### src/rtl/pong_pkg.sv
// Shared game-mode encoding and playfield geometry defaults for the pong datapath.
package pong_pkg;

    typedef enum logic [1:0] {
        IDLE  = 2'd0,
        SERVE = 2'd1,
        PLAY  = 2'd2,
        PAUSE = 2'd3
    } game_state_t;

    localparam int unsigned PONG_POS_W      = 10;
    localparam int unsigned PONG_MAX_POS    = 400;
    localparam int unsigned PONG_CENTER_POS = 200;

endpackage

### src/rtl/paddle_axis.sv
// One paddle: saturating detent accumulator, per-frame clamped position update and position register.
module paddle_axis #(
    parameter int unsigned POS_W      = 10,
    parameter int unsigned MAX_POS    = 400,
    parameter int unsigned CENTER_POS = 200,
    parameter int unsigned STEP       = 4,
    parameter int unsigned PEND_W     = 4
) (
    input  logic             clk,
    input  logic             rst,
    input  logic             up,
    input  logic             down,
    input  logic             frame_tick,
    input  logic             enable,
    input  logic             load_center,
    output logic [POS_W-1:0] pos
);

    localparam int unsigned EXT_W = POS_W + PEND_W + 2;
    localparam logic signed [PEND_W-1:0] PEND_MAX = {1'b0, {(PEND_W-1){1'b1}}};
    localparam logic signed [PEND_W-1:0] PEND_MIN = ~PEND_MAX + PEND_W'(1);
    localparam logic signed [EXT_W-1:0]  STEP_EXT = EXT_W'(STEP);
    localparam logic signed [EXT_W-1:0]  MAX_EXT  = EXT_W'(MAX_POS);

    logic signed [PEND_W-1:0] pend;
    logic signed [PEND_W-1:0] pend_sum;
    logic signed [PEND_W-1:0] pend_seed;
    logic signed [EXT_W-1:0]  pos_ext;
    logic signed [EXT_W-1:0]  pend_ext;
    logic signed [EXT_W-1:0]  sum;
    logic [POS_W-1:0]         pos_new;

    always_comb begin
        pend_sum  = pend;
        pend_seed = '0;
        if (up && !down) begin
            pend_seed = PEND_W'(1);
            if (pend != PEND_MAX) pend_sum = pend + PEND_W'(1);
        end else if (down && !up) begin
            pend_seed = '1;
            if (pend != PEND_MIN) pend_sum = pend - PEND_W'(1);
        end
    end

    always_comb begin
        pos_ext  = {{(PEND_W+2){1'b0}}, pos};
        pend_ext = {{(POS_W+2){pend[PEND_W-1]}}, pend};
        sum      = pos_ext + pend_ext * STEP_EXT;
        if (sum[EXT_W-1])
            pos_new = '0;
        else if (sum > MAX_EXT)
            pos_new = POS_W'(MAX_POS);
        else
            pos_new = sum[POS_W-1:0];
    end

    // A detent arriving with frame_tick misses this update and seeds the next accumulation.
    always_ff @(posedge clk) begin
        if (rst || load_center) begin
            pos  <= POS_W'(CENTER_POS);
            pend <= '0;
        end else if (!enable) begin
            pend <= '0;
        end else if (frame_tick) begin
            pos  <= pos_new;
            pend <= pend_seed;
        end else begin
            pend <= pend_sum;
        end
    end

endmodule

### src/rtl/paddle_controller.sv
// Debounces the two push-switches, runs the idle/serve/play/pause FSM and drives both paddle axes.
module paddle_controller
    import pong_pkg::*;
#(
    parameter int unsigned POS_W           = PONG_POS_W,
    parameter int unsigned MAX_POS         = PONG_MAX_POS,
    parameter int unsigned CENTER_POS      = PONG_CENTER_POS,
    parameter int unsigned STEP            = 4,
    parameter int unsigned PEND_W          = 4,
    parameter int unsigned DEBOUNCE_CYCLES = 250000
) (
    input  logic             clk,
    input  logic             rst,
    input  logic             frame_tick,
    input  logic             p1_up,
    input  logic             p1_down,
    input  logic             p1_sw,
    input  logic             p2_up,
    input  logic             p2_down,
    input  logic             p2_sw,
    input  logic             point_scored,
    input  logic             game_over,
    output logic [POS_W-1:0] p1_pos,
    output logic [POS_W-1:0] p2_pos,
    output logic             pos_valid,
    output logic [1:0]       game_state,
    output logic             serve_req
);

    localparam int unsigned CNT_W = $clog2(DEBOUNCE_CYCLES + 1);
    localparam logic [CNT_W-1:0] DEB_LAST = CNT_W'(DEBOUNCE_CYCLES - 1);

    logic             p1_acc, p2_acc;
    logic [CNT_W-1:0] p1_cnt, p2_cnt;
    logic             p1_press, p2_press;
    logic             btn_any;

    game_state_t state, state_next;
    logic        active, apply, load_center, serve_req_d;

    always_ff @(posedge clk) begin
        if (rst) begin
            p1_acc   <= 1'b0;
            p1_cnt   <= '0;
            p1_press <= 1'b0;
        end else begin
            p1_press <= 1'b0;
            if (p1_sw == p1_acc) begin
                p1_cnt <= '0;
            end else if (p1_cnt == DEB_LAST) begin
                p1_acc   <= p1_sw;
                p1_cnt   <= '0;
                p1_press <= p1_sw;
            end else begin
                p1_cnt <= p1_cnt + CNT_W'(1);
            end
        end
    end

    always_ff @(posedge clk) begin
        if (rst) begin
            p2_acc   <= 1'b0;
            p2_cnt   <= '0;
            p2_press <= 1'b0;
        end else begin
            p2_press <= 1'b0;
            if (p2_sw == p2_acc) begin
                p2_cnt <= '0;
            end else if (p2_cnt == DEB_LAST) begin
                p2_acc   <= p2_sw;
                p2_cnt   <= '0;
                p2_press <= p2_sw;
            end else begin
                p2_cnt <= p2_cnt + CNT_W'(1);
            end
        end
    end

    assign btn_any = p1_press | p2_press;

    always_ff @(posedge clk) begin
        if (rst) begin
            state     <= IDLE;
            pos_valid <= 1'b0;
            serve_req <= 1'b0;
        end else begin
            state     <= state_next;
            pos_valid <= apply;
            serve_req <= serve_req_d;
        end
    end

    always_comb begin
        state_next = state;
        if (game_over) begin
            state_next = IDLE;
        end else begin
            case (state)
                IDLE:    if (btn_any) state_next = SERVE;
                SERVE:   if (frame_tick) state_next = PLAY;
                PLAY: begin
                    if (point_scored)  state_next = SERVE;
                    else if (btn_any)  state_next = PAUSE;
                end
                PAUSE:   if (btn_any) state_next = PLAY;
                default: state_next = IDLE;
            endcase
        end
    end

    // game_over recentres the paddles, so a coincident frame update is dropped.
    always_comb begin
        active      = (state == SERVE) || (state == PLAY);
        apply       = frame_tick && active && !game_over;
        load_center = (state_next == IDLE);
        serve_req_d = (state_next == SERVE) && (state != SERVE);
    end

    assign game_state = state;

    paddle_axis #(
        .POS_W      (POS_W),
        .MAX_POS    (MAX_POS),
        .CENTER_POS (CENTER_POS),
        .STEP       (STEP),
        .PEND_W     (PEND_W)
    ) u_p1_axis (
        .clk         (clk),
        .rst         (rst),
        .up          (p1_up),
        .down        (p1_down),
        .frame_tick  (apply),
        .enable      (active),
        .load_center (load_center),
        .pos         (p1_pos)
    );

    paddle_axis #(
        .POS_W      (POS_W),
        .MAX_POS    (MAX_POS),
        .CENTER_POS (CENTER_POS),
        .STEP       (STEP),
        .PEND_W     (PEND_W)
    ) u_p2_axis (
        .clk         (clk),
        .rst         (rst),
        .up          (p2_up),
        .down        (p2_down),
        .frame_tick  (apply),
        .enable      (active),
        .load_center (load_center),
        .pos         (p2_pos)
    );

endmodule

### config.mk
export PLATFORM = sky130hd
export DESIGN_NAME = paddle_controller
export DESIGN_NICKNAME = d
export VERILOG_FILES = /design/src/rtl/pong_pkg.sv /design/src/rtl/paddle_axis.sv /design/src/rtl/paddle_controller.sv
export SDC_FILE = /design/constraint.sdc
export NUM_CORES = 1
export LEC_CHECK = 0
export CAP_MARGIN = 10
export CORE_ASPECT_RATIO = 0.8
export CORE_MARGIN = 1.5
export CORE_UTILIZATION = 30
export DETAILED_ROUTE_END_ITERATION = 8
export GPL_TIMING_DRIVEN = 1
export PLACE_DENSITY = 0.44
export SLEW_MARGIN = 20
export SYNTH_ARGS = -nofsm -noshare
export SYNTH_HDL_FRONTEND = slang
export SYNTH_SLANG_ARGS = --single-unit
### constraint.sdc
create_clock -name clk -period 7 [get_ports clk]
set_clock_uncertainty 0.15 [all_clocks]
set_input_delay 2.1 -clock clk [delete_from_list [all_inputs] [get_ports clk]]
set_output_delay 2.1 -clock clk [all_outputs]
set_load 0.01 [all_outputs]
# Word level (Yosys, flattened, before mapping)
# Index checks and enable logic that the tools add are counted.
[totals]
in_bits = 11
word_cells = 99
out_inout_bits = 24
register_bits = 72
[classes]
bitwise_logic = 6
n_eq_ne = 15
order_cmp = 2
reduce_logical = 30
muxes = 25
add_sub_neg = 8
[ops]
columns = ["cell", "n"]
rows = [
  ["two-way mux 4 bit", 14],
  ["two-way mux 10 bit", 4],
  ["adder 18 x 1 -> 18 bit, second input constant", 2],
  ["== test 18 bit, second input constant", 2],
  ["> comparator 16 x 10 -> 1 bit, second input constant", 2],
  ["adder 11 x 6 -> 12 bit", 2],
  ["inequality test 4 bit, second input constant", 4],
  ["two-way mux 2 bit", 6],
  ["nonzero test 3 bit", 4],
  ["OR reduction 3 bit", 4],
  ["adder 4 x 2 -> 4 bit, second input constant", 2],
  ["one-hot mux 2 bit (4 select lines)", 1],
  ["subtractor 4 x 2 -> 4 bit, second input constant", 2],
  ["logical AND 1 bit", 7],
  ["inequality test 3 bit, second input constant", 2],
  ["AND reduction 2 bit", 3],
  ["AND reduction 3 bit", 2],
  ["logical NOT 1 bit", 5],
  ["NOT 1 bit", 5],
  ["== test 2 x 1 -> 1 bit, second input constant", 2],
  ["== test 2 bit, second input constant", 2],
  ["logical NOT 2 bit", 2],
  ["== test 1 bit", 2],
  ["logical OR 1 bit", 2],
  ["3 further kinds", 3],
]

# Longest topological paths before layout
[depth]
depth_word = 8
ltp_mapped = 10
ltp_nobuf = 10

# Cells and area by module
# Synthesis repeated with hierarchy kept, for this count alone.
[hier_totals]
hier_cells = 489
hier_area_um2 = 4269.1
[by_module_without_submodules]
columns = ["module", "seq_area_each_um2", "area_per_inst_um2", "cells_each", "n_inst"]
rows = [
  ["paddle_axis", 240.2, 1107.3, 128, 2],
  ["paddle_controller", 880.8, 2054.5, 233, 1],
]

# Worst setup path before layout
# OpenSTA, ideal clock, no wires.
[synth_timing]
kind = "input to register"
start = "input port p2_down"
end = "register u_p2_axis.pend[3]"
required_ns = 6.764
t_arrival_ns = 3.555
path_slack_ns = 3.210
cell_stages = 10
setup_time_ns = 0.086
n_path_buf = 0
path_cell_list = "inv_1 > ha_1 > inv_1 > ha_1 > a21o_1 > a21oi_1 > xnor2_1 > nor2_1 > xnor2_1 > a211oi_1"
[synth_between]
elab_chain_len = 4
elab_cells_between_ends = 11
cone_classes = "eq/ne (1); mux (4); reduce/logical (6)"
[synth_lines]
columns = ["item", "line", "source"]
rows = [
  ["from (decl)", "paddle_controller.sv:19", "input logic p2_down,"],
  ["logical NOT 1 bit or logical AND 1 bit (tied branches)", "paddle_axis.sv:36, paddle_axis.sv:39", ""],
  ["logical AND 1 bit or two-way mux 4 bit (tied branches)", "paddle_axis.sv:36, paddle_axis.sv:39", ""],
  ["inequality test 3 bit (no line), or another cell as far along", "n/a", ""],
  ["AND reduction 3 bit (no line) or two-way mux 4 bit (tied branches)", "n/a", ""],
  ["to (signal assigned)", "paddle_axis.sv:66", "pend <= pend_seed;"],
  ["to (signal assigned)", "paddle_axis.sv:68", "pend <= pend_sum;"],
  ["to (decl)", "paddle_axis.sv:25", "logic signed [PEND_W-1:0] pend;"],
]
# Parallel ways exist; a longest one is shown, timed or not.
# A chain may end at the register's enable or synchronous reset.

# Worst setup path after layout
[layout_timing]
start = "input port point_scored"
end = "register u_p2_axis.pend[0]"
[layout_between]
elab_chain_len = 6
[layout_lines]
columns = ["item", "line", "source"]
rows = [
  ["from (decl)", "paddle_controller.sv:21", "input logic point_scored,"],
  ["two-way mux 2 bit", "paddle_controller.sv:102", "if (point_scored) state_next = SERVE;"],
  ["one-hot mux 2 bit (4 select lines)", "paddle_controller.sv:98", "case (state)"],
  ["two-way mux 2 bit", "paddle_controller.sv:95", "if (game_over) begin"],
  ["logical NOT 2 bit", "paddle_controller.sv:115", "load_center = (state_next == IDLE);"],
  ["logical OR 1 bit", "paddle_axis.sv:59", "if (rst || load_center) begin"],
  ["OR reduction 2 bit (no line)", "n/a", ""],
]
# No other way between the ends.

==> run summary <==
The HPWL after detailed placement is 6.97 mm, and the post-synthesis xor/xnor area fraction is 10.1%. The synthesized netlist devotes 15.3% of its cell area to compound gates. The number of cells upsized or downsized after cts was 0.

For the synthesis warning total, the log shows 0. The worst path needs 4.20 ns of the cycle, external delays included. During I/O placement, the number of pins put on the boundary was 35. The largest family of logic cells by synthesized area is simple AND/OR/NAND/NOR gates.

The initial core utilization is 30.8%. Buffers inserted during clock tree synthesis total 9. The leakage dissipation is 1.89 nW, and the number of clock sinks is 68. Setup repair after global routing left no endpoint under its margin. The first global-routing pass estimated 15.7 mm of wire.

Of the total synthesized cell area, the portion taken by AND, OR, NAND and NOR gates is 25.1%. The count of final max-slew check failures came out at 0. The fraction of final layout cells sized beyond drive strength 1 was 5.16%; the share of async-settable or async-resettable flops after synthesis was 0%.

The number of nets at the end of the flow was 565. Max-cap violations in this run came to 0. The routed wirelength normalized by instance count is 13.2 um, and the area of the mapped netlist is 0.00417 mm^2. Leaving out fill and tap cells, the most frequent cell in the layout is sky130_fd_sc_hd__dfxtp_1. Counting flops and latches in the post-synthesis netlist gives 68. The congestion estimate from routability-driven global placement came to 0.763. The number of buffers inserted by post-CTS setup repair is 0.

The logs give 0.00136 mm^2 for the total area of sequential cells and 238 MHz for the top achievable clock speed. The path class of the tightest hold or removal check is flop to flop. The initial antenna violation count was 0; the total grt overflow was 0.

The distinct cell type count after synthesis is 62, and the total count of hold-check failures in the final report is 0. The worst supply voltage drop on vdd was 0.000105 V; the number of optimization iterations in the first detailed-route pass was 4. The clock tree synthesis step divided the H-tree into 3 levels. Among all flip-flop cells after synthesis, the most frequent one is sky130_fd_sc_hd__dfxtp_1. The type of origin of the critical path was an input pin. The core region is 0.0136 mm^2. The worst setup path is captured at a flop. From bottom edge to top edge, the die measures 108 um. The pin slew with the least headroom to its limit is 0.558 ns. Setup violations remaining at the end of the flow were counted as 0. The tools report the synthesized instance count as 492. In this run the tool buffered the top-level ports with 30 buffer cells. The library cells used most frequently in the layout, excluding fill and tap cells, are sky130_fd_sc_hd__dfxtp_1, sky130_fd_sc_hd__nor2_1, sky130_fd_sc_hd__ha_1. Entering global routing, the biggest net connects 25 pins. STA puts the critical path data required time at 7.08 ns. Row generation in the floorplan step produced 38 rows. The die extent in x works out to 135 um. For the worst-skew pair, the clock arrives at the later sink with an insertion delay of 0.32 ns. The count of routing violations after the opening detailed-route iteration came out at 238.

The clock transition at the register clock pins on the worst setup and hold paths after CTS is 0.06 ns. The power per cell area is 170 mW/mm^2, and the signal arrival time at the worst endpoint is 4.28 ns. The repair_antennas step left the layout with diodes totalling 0. Across every metal layer, demand over resource in global routing totals 13.5%. The average vias per placed instance is 4.97, and the post-route total power is 830 uW.

TritonCTS built the clock tree. Measured against the total synthesized area, the mux share comes to 1.20%. Of the total synthesized cell area, the portion taken by full adders, half adders and majority gates is 11.5%. The critical path is of the input pin to flop type. Average cell area after synthesis: 8.48 um^2.

The run finished with clean final reports. For the final routed database, the setup TNS stands at 0 ns. For the normalized max-slew margin, the log shows 62.4%. Of the available clock period, the critical path in the final layout requires 60.0%.

After detailed routing, the total wire length is 9.28 mm. For the via count of the first global-routing pass, the log shows 3287. The total area of multi-input combinational cells is 0.00265 mm^2. Counting flops with a built-in enable in the synthesized netlist gives 0.

The growth of design area from synthesis to finish was 17.4%. The buffer cell driving the clock tree root is sky130_fd_sc_hd__clkbuf_16. No sink is reached through more buffers than the 2 on the longest clock path.

The number of DRC violations after detailed routing was 0; the number of nets with antenna violations after routing was 0. Along the worst path, the maximum fanout reaches 15. The post-synthesis sequential area ratio was 32.6%.

For this block, the via count after detailed routing is 3493. The die covers 0.0146 mm^2. For the number of filler instances in the final layout, the log shows 1382. The number of hold buffers added after CTS was 0.
==> power breakdown <==
group | switching, mW | total (mW) | internal [mW] | leakage [nW]
Combinational | 0.0155 | 0.0278 | 0.0123 | 1.20
Sequential | 0.000771 | 0.389 | 0.388 | 0.548
Clock | 0.165 | 0.414 | 0.248 | 0.138
Total | 0.182 | 0.830 | 0.649 | 1.89
==> worst max-delay path: stages <==
cell	delay, ns
sky130_fd_sc_hd__clkdlybuf4s50_1	0.45
sky130_fd_sc_hd__o311ai_0	0.44
sky130_fd_sc_hd__nand3_1	0.22
sky130_fd_sc_hd__nand2_1	0.46
sky130_fd_sc_hd__nand2_1	0.33
sky130_fd_sc_hd__a211oi_1	0.28
==> sequential cells by signal, summed over array words and instances, names as in the netlist <==
| register | count |
|---|---|
| u_p2_axis.pos | 8 |
| u_p2_axis.pend | 4 |
| serve_req | 1 |
| game_state | 2 |
| p1_press | 1 |
| p2_press | 1 |
| u_p1_axis.pend | 4 |
| pos_valid | 1 |
| p2_cnt | 18 |
| p1_acc | 1 |
| p2_acc | 1 |
| p1_cnt | 18 |
| u_p1_axis.pos | 8 |
==> synthesized netlist by cell type, drive strengths merged, types with 4 or more instances <==
| master | instances | area [um^2] |
|---|---|---|
| mux2i | 5 | 50.1 |
| or3 | 7 | 48.8 |
| nand2 | 28 | 105 |
| a211oi | 9 | 67.6 |
| buf | 8 | 55.1 |
| xnor2 | 27 | 236 |
| o21ai | 16 | 80.1 |
| clkbuf | 11 | 41.3 |
| o211ai | 7 | 52.6 |
| nand3 | 30 | 150 |
| and4 | 4 | 35.0 |
| ha | 32 | 400 |
| and3 | 12 | 80.1 |
| a21o | 9 | 67.6 |
| nor4 | 5 | 37.5 |
| fa | 4 | 80.1 |
| a21oi | 23 | 115 |
| nor2 | 63 | 236 |
| dfxtp | 68 | 1360 |
| inv | 20 | 75.1 |
| xor2 | 21 | 184 |
| nor4b | 5 | 43.8 |
| nor3 | 17 | 85.1 |
| nand4 | 8 | 50.1 |
| o311ai | 5 | 43.8 |
| nand2b | 4 | 25.0 |
==> stage by stage <==
step                setup slack [ns]  instances  hold WS, ns  util (%)  instance area (um^2)
floorplan                       3.21        495        0.263         -                  4180
global placement                2.52        687        0.282      34.1                  4620
detailed placement              2.48        687        0.289      34.1                  4620
CTS                             2.84        703        0.305      36.1                  4900
global route                    2.64        703        0.339      36.1                  4900
finish                          2.80        703        0.298      36.1                  4900
==> cells by family after synthesis <==
group / Yosys count
XOR/XNOR: 48
flip-flops: 68
other: 1
adder cells (fa/ha/maj): 36
AND/OR/NAND/NOR: 202
multiplexers: 5
buffers and inverters: 39
AO/OA/AOI/OAI: 93
==> area by class of cell <==
cell class | instances | share of cell area, %
clock buffers | 10 | 4.88
clock inverters | 6 | 0.818
inverters | 20 | 1.53
multi-input cells | 388 | 54.1
flip-flops and latches | 68 | 27.8
well taps | 180 | 4.60
repair buffers | 31 | 6.29
==> routing by layer <==
metal | GRT usage [%] | wire length, um | up-vias
li1 | - | - | 1823
met1 | 18.8 | 4950 | 1616
met2 | 20.7 | 4040 | 50
met3 | 3.28 | 260 | 4
met4 | 3.76 | 23 | 0
met5 | 0 | 0 | -
==> path summary, 6_finish.rpt <==
check	endpoint	cells after the start	from	slack, ns
hold reg to reg	p1_cnt[0]	1	p1_cnt[0]	0.30
hold / removal	p1_cnt[0]	1	p1_cnt[0]	0.30
setup reg to reg	u_p1_axis.pos[6]	7	u_p1_axis.pend[3]	3.99
setup / recovery	u_p2_axis.pend[0]	6	point_scored	2.80
Note: power is estimated with default switching activity, not from simulation.
